===== src/rtl/mem_req_master_if.sv =====
// Bus bundle for mem_req_master: CPU-side request/response channels plus the
// byte-addressed synchronous memory port.
//
// Handshake rule for both channels: a beat transfers on a rising clock edge
// where valid and ready are both high. A source that raises valid keeps valid
// and its payload stable until that edge; ready may change freely and carries
// no meaning while valid is low.
interface mem_req_master_if;
  // CPU request channel
  logic        req_valid;
  logic        req_ready;
  logic [15:0] req_addr;
  logic [15:0] req_wdata;
  logic        req_sz;     // 0 = 8-bit, 1 = 16-bit
  logic        req_we;     // 1 = store, 0 = load

  // CPU response channel
  logic        resp_valid;
  logic        resp_ready;
  logic [15:0] resp_rdata;

  // Memory port
  logic [15:0] mem_addr;
  logic [15:0] mem_wdata;
  logic        mem_sz;
  logic        mem_we;
  logic [15:0] mem_rdata;

  modport master (
    input  req_valid, req_addr, req_wdata, req_sz, req_we,
    input  resp_ready, mem_rdata,
    output req_ready, resp_valid, resp_rdata,
    output mem_addr, mem_wdata, mem_sz, mem_we
  );

  modport slave (
    output req_valid, req_addr, req_wdata, req_sz, req_we,
    output resp_ready, mem_rdata,
    input  req_ready, resp_valid, resp_rdata,
    input  mem_addr, mem_wdata, mem_sz, mem_we
  );
endinterface


===== src/rtl/mem_req_master.sv =====
// mem_req_master: initiator for the byte-addressed synchronous memory bus.
// Takes one load/store at a time from the CPU, drives the memory port for a
// single issue cycle, waits RD_LAT cycles for load data and holds the result
// on the response channel until it is accepted.
//
// Optional build macro MEM_MASTER_SPLIT16_EN: every 16-bit request is done as
// two 8-bit accesses (high byte at addr, low byte at addr+1 with 16-bit wrap),
// so mem_sz is always 0. Without the macro a 16-bit request is one mem_sz=1
// access.
//
// state_o exposes the FSM state for debug/checkers.
module mem_req_master #(
  parameter int RD_LAT = 1  // issue edge to read data valid, 1..3
) (
  input  logic             clk,
  input  logic             reset,    // asynchronous, active-low
  mem_req_master_if.master bus,
  output logic [2:0]       state_o
);

  typedef enum logic [2:0] {
    IDLE   = 3'd0,
    ISSUE  = 3'd1,
    WAIT   = 3'd2,
    RESP   = 3'd3
`ifdef MEM_MASTER_SPLIT16_EN
    , ISSUE2 = 3'd4,
    WAIT2  = 3'd5
`endif
  } state_t;

  // Counter reload so that the capture happens RD_LAT cycles after issue.
  localparam logic [1:0] LatM1 = 2'(RD_LAT - 1);

  state_t      state_q;
  logic [1:0]  cnt_q;
  logic        sz_q;          // size of the request in flight
  logic        we_q;          // type of the request in flight
  logic        req_ready_q;
  logic        resp_valid_q;
  logic [15:0] resp_rdata_q;
  logic [15:0] mem_addr_q;
  logic [15:0] mem_wdata_q;
  logic        mem_sz_q;
  logic        mem_we_q;
`ifdef MEM_MASTER_SPLIT16_EN
  logic [15:0] wdata_q;       // keeps the low store byte for the second access
`endif

  // Request FSM: all outputs are registered and move together with the state.
  always_ff @(posedge clk or negedge reset) begin
    if (!reset) begin
      state_q      <= IDLE;
      cnt_q        <= 2'd0;
      sz_q         <= 1'b0;
      we_q         <= 1'b0;
      req_ready_q  <= 1'b1;
      resp_valid_q <= 1'b0;
      resp_rdata_q <= 16'h0000;
      mem_addr_q   <= 16'h0000;
      mem_wdata_q  <= 16'h0000;
      mem_sz_q     <= 1'b0;
      mem_we_q     <= 1'b0;
`ifdef MEM_MASTER_SPLIT16_EN
      wdata_q      <= 16'h0000;
`endif
    end else begin
      case (state_q)
        IDLE: begin
          if (bus.req_valid && req_ready_q) begin
            sz_q        <= bus.req_sz;
            we_q        <= bus.req_we;
            mem_addr_q  <= bus.req_addr;
            mem_we_q    <= bus.req_we;
            req_ready_q <= 1'b0;
`ifdef MEM_MASTER_SPLIT16_EN
            wdata_q     <= bus.req_wdata;
            mem_sz_q    <= 1'b0;
            // A split 16-bit store writes the high byte first.
            mem_wdata_q <= bus.req_sz ? {8'h00, bus.req_wdata[15:8]} : bus.req_wdata;
`else
            mem_sz_q    <= bus.req_sz;
            mem_wdata_q <= bus.req_wdata;
`endif
            state_q     <= ISSUE;
          end
        end

        ISSUE: begin
          mem_we_q <= 1'b0;
          if (we_q) begin
`ifdef MEM_MASTER_SPLIT16_EN
            if (sz_q) begin
              mem_addr_q  <= mem_addr_q + 16'd1;
              mem_wdata_q <= {8'h00, wdata_q[7:0]};
              mem_we_q    <= 1'b1;
              state_q     <= ISSUE2;
            end else
`endif
            begin
              resp_rdata_q <= 16'h0000;
              resp_valid_q <= 1'b1;
              state_q      <= RESP;
            end
          end else begin
            cnt_q   <= LatM1;
            state_q <= WAIT;
          end
        end

        WAIT: begin
          if (cnt_q == 2'd0) begin
`ifdef MEM_MASTER_SPLIT16_EN
            if (sz_q) begin
              // High byte comes from the first access; the low byte follows.
              resp_rdata_q <= {bus.mem_rdata[7:0], 8'h00};
              mem_addr_q   <= mem_addr_q + 16'd1;
              state_q      <= ISSUE2;
            end else
`endif
            begin
              resp_rdata_q <= sz_q ? bus.mem_rdata : {8'h00, bus.mem_rdata[7:0]};
              resp_valid_q <= 1'b1;
              state_q      <= RESP;
            end
          end else begin
            cnt_q <= cnt_q - 2'd1;
          end
        end

`ifdef MEM_MASTER_SPLIT16_EN
        ISSUE2: begin
          mem_we_q <= 1'b0;
          if (we_q) begin
            resp_rdata_q <= 16'h0000;
            resp_valid_q <= 1'b1;
            state_q      <= RESP;
          end else begin
            cnt_q   <= LatM1;
            state_q <= WAIT2;
          end
        end

        WAIT2: begin
          if (cnt_q == 2'd0) begin
            resp_rdata_q[7:0] <= bus.mem_rdata[7:0];
            resp_valid_q      <= 1'b1;
            state_q           <= RESP;
          end else begin
            cnt_q <= cnt_q - 2'd1;
          end
        end
`endif

        RESP: begin
          if (bus.resp_ready) begin
            resp_valid_q <= 1'b0;
            req_ready_q  <= 1'b1;
            state_q      <= IDLE;
          end
        end

        default: begin
          mem_we_q     <= 1'b0;
          resp_valid_q <= 1'b0;
          req_ready_q  <= 1'b1;
          state_q      <= IDLE;
        end
      endcase
    end
  end

  assign bus.req_ready  = req_ready_q;
  assign bus.resp_valid = resp_valid_q;
  assign bus.resp_rdata = resp_rdata_q;
  assign bus.mem_addr   = mem_addr_q;
  assign bus.mem_wdata  = mem_wdata_q;
  assign bus.mem_sz     = mem_sz_q;
  assign bus.mem_we     = mem_we_q;
  assign state_o        = state_q;

endmodule

===== src/flat_wrapper.sv =====
// flat-port wrapper written by rule: the top's interface ports become plain ports
module mem_req_master_flat 
#(
  parameter int RD_LAT = 1                                        
)
  (clk, reset, state_o, bus_req_valid, bus_req_addr, bus_req_wdata, bus_req_sz, bus_req_we, bus_resp_ready, bus_mem_rdata, bus_req_ready, bus_resp_valid, bus_resp_rdata, bus_mem_addr, bus_mem_wdata, bus_mem_sz, bus_mem_we);
  mem_req_master_if bus_i ();
  input  logic clk;
  input  logic reset;
  output logic [2:0] state_o;
  input wire logic [$bits(bus_i.req_valid)-1:0] bus_req_valid;
  input wire logic [$bits(bus_i.req_addr)-1:0] bus_req_addr;
  input wire logic [$bits(bus_i.req_wdata)-1:0] bus_req_wdata;
  input wire logic [$bits(bus_i.req_sz)-1:0] bus_req_sz;
  input wire logic [$bits(bus_i.req_we)-1:0] bus_req_we;
  input wire logic [$bits(bus_i.resp_ready)-1:0] bus_resp_ready;
  input wire logic [$bits(bus_i.mem_rdata)-1:0] bus_mem_rdata;
  output wire logic [$bits(bus_i.req_ready)-1:0] bus_req_ready;
  output wire logic [$bits(bus_i.resp_valid)-1:0] bus_resp_valid;
  output wire logic [$bits(bus_i.resp_rdata)-1:0] bus_resp_rdata;
  output wire logic [$bits(bus_i.mem_addr)-1:0] bus_mem_addr;
  output wire logic [$bits(bus_i.mem_wdata)-1:0] bus_mem_wdata;
  output wire logic [$bits(bus_i.mem_sz)-1:0] bus_mem_sz;
  output wire logic [$bits(bus_i.mem_we)-1:0] bus_mem_we;
  assign bus_i.req_valid = bus_req_valid;
  assign bus_i.req_addr = bus_req_addr;
  assign bus_i.req_wdata = bus_req_wdata;
  assign bus_i.req_sz = bus_req_sz;
  assign bus_i.req_we = bus_req_we;
  assign bus_i.resp_ready = bus_resp_ready;
  assign bus_i.mem_rdata = bus_mem_rdata;
  assign bus_req_ready = bus_i.req_ready;
  assign bus_resp_valid = bus_i.resp_valid;
  assign bus_resp_rdata = bus_i.resp_rdata;
  assign bus_mem_addr = bus_i.mem_addr;
  assign bus_mem_wdata = bus_i.mem_wdata;
  assign bus_mem_sz = bus_i.mem_sz;
  assign bus_mem_we = bus_i.mem_we;
  mem_req_master #(.RD_LAT(RD_LAT)) u_core (.clk(clk), .reset(reset), .bus(bus_i), .state_o(state_o));
endmodule

===== config.mk =====
export PLATFORM = sky130hd
export DESIGN_NAME = mem_req_master_flat
export DESIGN_NICKNAME = d
export VERILOG_FILES = /design/src/rtl/mem_req_master_if.sv /design/src/rtl/mem_req_master.sv /design/src/flat_wrapper.sv
export SDC_FILE = /design/constraint.sdc
export NUM_CORES = 1
export LEC_CHECK = 0
export ABC_AREA = 1
export CORE_MARGIN = 4
export CORE_UTILIZATION = 45
export DETAILED_ROUTE_END_ITERATION = 10
export MAX_ROUTING_LAYER = met4
export PLACE_DENSITY = 0.95
export REMOVE_ABC_BUFFERS = 1
export SYNTH_ARGS = -nofsm -noshare
export SYNTH_HDL_FRONTEND = slang
export SYNTH_SLANG_ARGS = --single-unit

===== constraint.sdc =====
create_clock -name clk -period 3 [get_ports clk]
set_clock_uncertainty 0.05 [all_clocks]
set_input_delay 0.3 -clock clk [delete_from_list [all_inputs] [get_ports clk]]
set_output_delay 0.3 -clock clk [all_outputs]
set_load 0.005 [all_outputs]

# After elaboration in Yosys (flattened, before gate mapping)
# Cells that the tools add are included.
[totals]
output_inout_bits = 55
wordCells = 57
input_bits = 54
ff_bits = 58
[classes]
bitwise_logic = 3
n_eq_ne = 9
reduce_logical = 13
addsub = 1
muxes = 21
[op_table]
columns = ["cell", "n"]
rows = [
  ["two-way mux 16 bit", 3],
  ["case mux 16 bit (2 select lines)", 1],
  ["case mux 3 bit (4 select lines)", 1],
  ["AND reduction 3 bit", 4],
  ["two-way mux 3 bit", 3],
  ["two-way mux 1 bit", 7],
  ["equality test 3 x 2 -> 1 bit (second input constant)", 2],
  ["inequality test 2 x 1 -> 1 bit (second input constant)", 3],
  ["inequality test 2 bit (second input constant)", 3],
  ["two-way mux 2 bit", 2],
  ["case mux 1 bit (4 select lines)", 1],
  ["case mux 2 bit (2 select lines)", 1],
  ["AND reduction 2 bit", 2],
  ["AND reduction 4 bit", 1],
  ["OR reduction 2 bit", 2],
  ["equality test 3 x 1 -> 1 bit (second input constant)", 1],
  ["logical NOT 3 bit", 1],
  ["NOT 1 bit", 3],
  ["case mux 1 bit (3 select lines)", 1],
  ["logical NOT 2 bit", 1],
  ["case mux 1 bit (2 select lines)", 1],
  ["nonzero test 2 bit", 1],
  ["subtractor 2 x 1 -> 2 bit (second input constant)", 1],
  ["logical AND 1 bit", 1],
]

# Depth between registers and ports, before layout
[logic_depth]
depth_word = 4
ltp_mapped = 8
ltp_nobuf = 8

# Worst setup path before layout
# Ideal clock, no wire load.
[synth_path]
path_type = "flip-flop to flip-flop"
startpoint = "register u_core.state_q[0], in the netlist u_core.state_o[0]"
endpoint = "register u_core.resp_rdata_q[13], in the netlist u_core.bus.resp_rdata[13]"
arrival_ps = 1253
path_slack_ps = 1571
period_less_slack_ps = 1429
path_stages_with_launch = 8
cell_sequence = "dfrtp_1 > inv_1 > ha_1 > nand2_1 > nand3_2 > buf_4 > nand2_1 > o21ai_0"
[synth_between]
elab_chain_len = 3
[synth_rtl]
columns = ["element", "line", "source"]
rows = [
  ["start, declared", "mem_req_master.sv:35", "state_t state_q;"],
  ["start signal, assigned", "mem_req_master.sv:53", "state_q <= IDLE;"],
  ["start signal, assigned", "mem_req_master.sv:85", "state_q <= ISSUE;"],
  ["start signal, assigned", "mem_req_master.sv:103", "state_q <= RESP;"],
  ["equality test 3 x 2 -> 1 bit or equality test 3 x 1 -> 1 bit (tied branches)", "mem_req_master.sv:68", "case (state_q)"],
  ["inequality test 2 x 1 -> 1 bit (no line) or nonzero test 2 bit (tied branches)", "-", ""],
  ["AND reduction 3 bit (no line)", "-", ""],
  ["end signal, assigned", "mem_req_master.sv:122", "resp_rdata_q <= sz_q ? bus.mem_rdata : {8'h00, bus.mem_rdata[7:0]};"],
  ["end, declared", "mem_req_master.sv:41", "logic [15:0] resp_rdata_q;"],
]
# Parallel ways exist; a longest one is shown, timed or not.
# A chain may end at the register's enable or synchronous reset.

# Worst setup path after layout
[layout_path]
startpoint = "register u_core.state_q[1], in the netlist u_core.state_o[1]"
endpoint = "register u_core.resp_rdata_q[0], in the netlist u_core.bus.resp_rdata[0]"
# Same word-level chain as after synthesis.

==> results.cfg <==
[run_status]
run_status = finished clean

[worst_setup_path]
wp_buf_inv = 1
worst_setup_path_start_kind = flip-flop
end_kind = flip-flop
critPathRequiredTime_ps = 3170
cp_slowest_stage_delay_ps = 470
cp_top_family = flip-flops
critPathMaxFanout = 32
worstPathCellList = inv_1 > ha_1 > nand3_2 > o21ai_0
worstPathArrival_ps = 2100
path_class = reg -> reg
critPathSlowestCell = dfrtp_1

[clocking]
cell_chosen_for_the_clock_root = clkbuf_8
htree_num_levels = 3
number_of_buffers_inserted_by_post_cts_setup_repair = 0
cts-hold-fix-buffers = 0
clk_latency_ps = 330
cts.clk_slew.worst_paths_ps = 70
cts.repair.resized = 0
tritoncts_clock_tree = yes
cts-buffers-inserted = 9
clock-sinks = 57
clock_tree.buffer_depth = 2

[timing]
setup_total_negative_slack_ps = 0
maxSlewViolCount = 0
rsz0062_at_grt = no
hold_viol_final = 0
tightestPinTransition_ps = 1090
fin_crit_sh_pct = 64.1
layout_min_cycle_time_ps = 1920
setup-violations-final = 0
post-route-worst-setup-slack_ps = 1080
max-slew-margin-rel_pct = 27.1
fmax_mhz = 520

[yosys]
seq_area_frac_synth_pct = 59.2
synthesis.yosys.warnings = 0
synth_top_area_cells = dfrtp_1, nand2_1, o21ai_0
number_of_enable_type_register_cells_in_the_synthesized_netlist = 0
cell_count_after_synthesis = 278
post_synth_num_cell_types = 18
synth_largest_type_area_fraction_pct = 58.1
syn_area_mm2 = 0.00241
post_synth_most_frequent_cells = nand2_1, dfrtp_1, o21ai_0, inv_1, ha_1
synth_most_common_cell = nand2_1
synth-async-reset-ratio_pct = 100
postSynth.topFlopCell = dfrtp_1
post-synth-top-area-cell = dfrtp_1
synth_seq_cells = 57
syn_avg_cell_area_um2 = 8.67

[power]
power_uw = 1490
static_leakage_uw = 0.00180
power-per-cell-area_mw_per_mm2 = 405
vdd_ir_drop_max_mv = 0.276

[route]
vias_per_cell = 4.76
postRouteWirelength_um = 6440
route.detailed.wl_per_inst_um = 13.9
drt-pass1-iter-count = 4
overall_via_count_from_detail_route = 2198
drt_iter0_markers = 55
drc = 0
final_antenna_net_count = 0

[grt]
first_pass_grt_wire_length_um = 10400
globalRoute.totalOverflow = 0
grt_start_max_net_pins = 52
track_usage_pct = 21.7
initial_antenna_violation_count = 0
first_global_vias = 2294

[hold_path]
hold_path_class = in -> async

[placed_design]
place.gp.congestion = 0.764
numPortBuffers = 107
hpwl_um = 4910
preCtsSetupSlack_ps = 1120

[floorplanning]
floorplan.initialDensity_pct = 46.9
die_area_mm2 = 0.00659
die_x_um = 81.2
coreArea_mm2 = 0.00514
rows = 26
fp.dieH_um = 81.2
design.portCount = 109

[final_layout]
num_antenna_cells = 0
nets = 448
drive_gt1_share_pct = 5.10
finalCoreUtilization_pct = 71.5
area.growth.synth_to_final_pct = 52.4

[flow_run]
timing.max_cap.violations = 0
[final timing paths]
kind / depth (start not counted) / slack, ps / start / end
max in group asynchronous: 2 / 2050 / reset / u_core.bus.mem_addr[0]
setup / recovery: 4 / 1080 / u_core.state_o[1] / u_core.bus.resp_rdata[0]
setup reg to reg: 4 / 1080 / u_core.state_o[1] / u_core.bus.resp_rdata[0]
hold / removal: 1 / 120 / reset / u_core.state_o[0]
min in group clk: 2 / 430 / u_core.bus.mem_wdata[4] / u_core.bus.mem_wdata[4]
hold reg to reg: 2 / 430 / u_core.bus.mem_wdata[4] / u_core.bus.mem_wdata[4]
[flip-flops by register name (all words and copies together), names as in the netlist]
name / count
u_core.bus.mem_sz: 1
u_core.bus.resp_rdata: 16
u_core.bus.mem_wdata: 16
u_core.bus.mem_we: 1
u_core.bus.req_ready: 1
u_core.cnt_q: 2
u_core.bus.resp_valid: 1
u_core.we_q: 1
u_core.state_o: 2
u_core.bus.mem_addr: 16
[where the power goes]
| group | internal (µW) | switching [µW] |
|---|---|---|
| Combinational | 60.1 | 25.3 |
| Clock | 344 | 290 |
| Sequential | 769 | 0 |
| Total | 1170 | 315 |
[logic make-up (layout without fill, tap and decap cells)]
| kind of cell | after synthesis | in the layout | synth area share (%) |
|---|---|---|---|
| DFF | 57 | 57 | 59.2 |
| buffers and inverters | 26 | 140 | 5.71 |
| adders and majority gates | 7 | 7 | 3.63 |
| other | 1 | 1 | 0.156 |
| and+or+nand+nor | 164 | 164 | 26.4 |
| AOI/OAI and AO/OA | 23 | 23 | 4.88 |
[cell type report]
class / count / area, µm²
Multi-Input combinational cell: 195 / 846
Clock inverter: 2 / 12.5
Sequential cell: 57 / 1430
Tap cell: 70 / 87.6
Fill cell: 418 / 1470
Timing Repair Buffer: 109 / 1080
Clock buffer: 14 / 163
Inverter: 15 / 57.6
[layer usage]
layer	global-route usage, %	wire (µm)	up-vias
met2	37.1	3380	63
met3	6.10	353	13
met5	-	0	-
met1	24.2	2580	1055
met4	8.28	123	0
li1	-	-	1067
[placed cells by master, fill, tap and decap left out]
master             n
buf_2              1
buf_4              2
clkbuf_1           3
clkbuf_8          11
clkdlybuf4s50_1  106
clkinv_2           2
clkinvlp_4         1
conb_1             1
dfrtp_1           56
dfstp_2            1
ha_1               7
inv_1             14
nand2_1          153
nand3_1            5
nand3_2            2
nor2_1             3
o21ai_0           19
o21ai_1            3
o21bai_1           1
or2_0              1
[metrics by stage]
| step | cells | hold WS [ps] | area, µm² |
|---|---|---|---|
| 5_1_grt | 462 | 207 | 3670 |
| 4_1_cts | 462 | 149 | 3670 |
| 2_1_floorplan | 267 | -45.6 | 2330 |
| 3_3_place_gp | 446 | 410 | 3500 |
| 3_5_place_dp | 446 | 418 | 3500 |
| 6_report | 462 | 118 | 3670 |
Note: power is estimated with default switching activity, not from simulation.
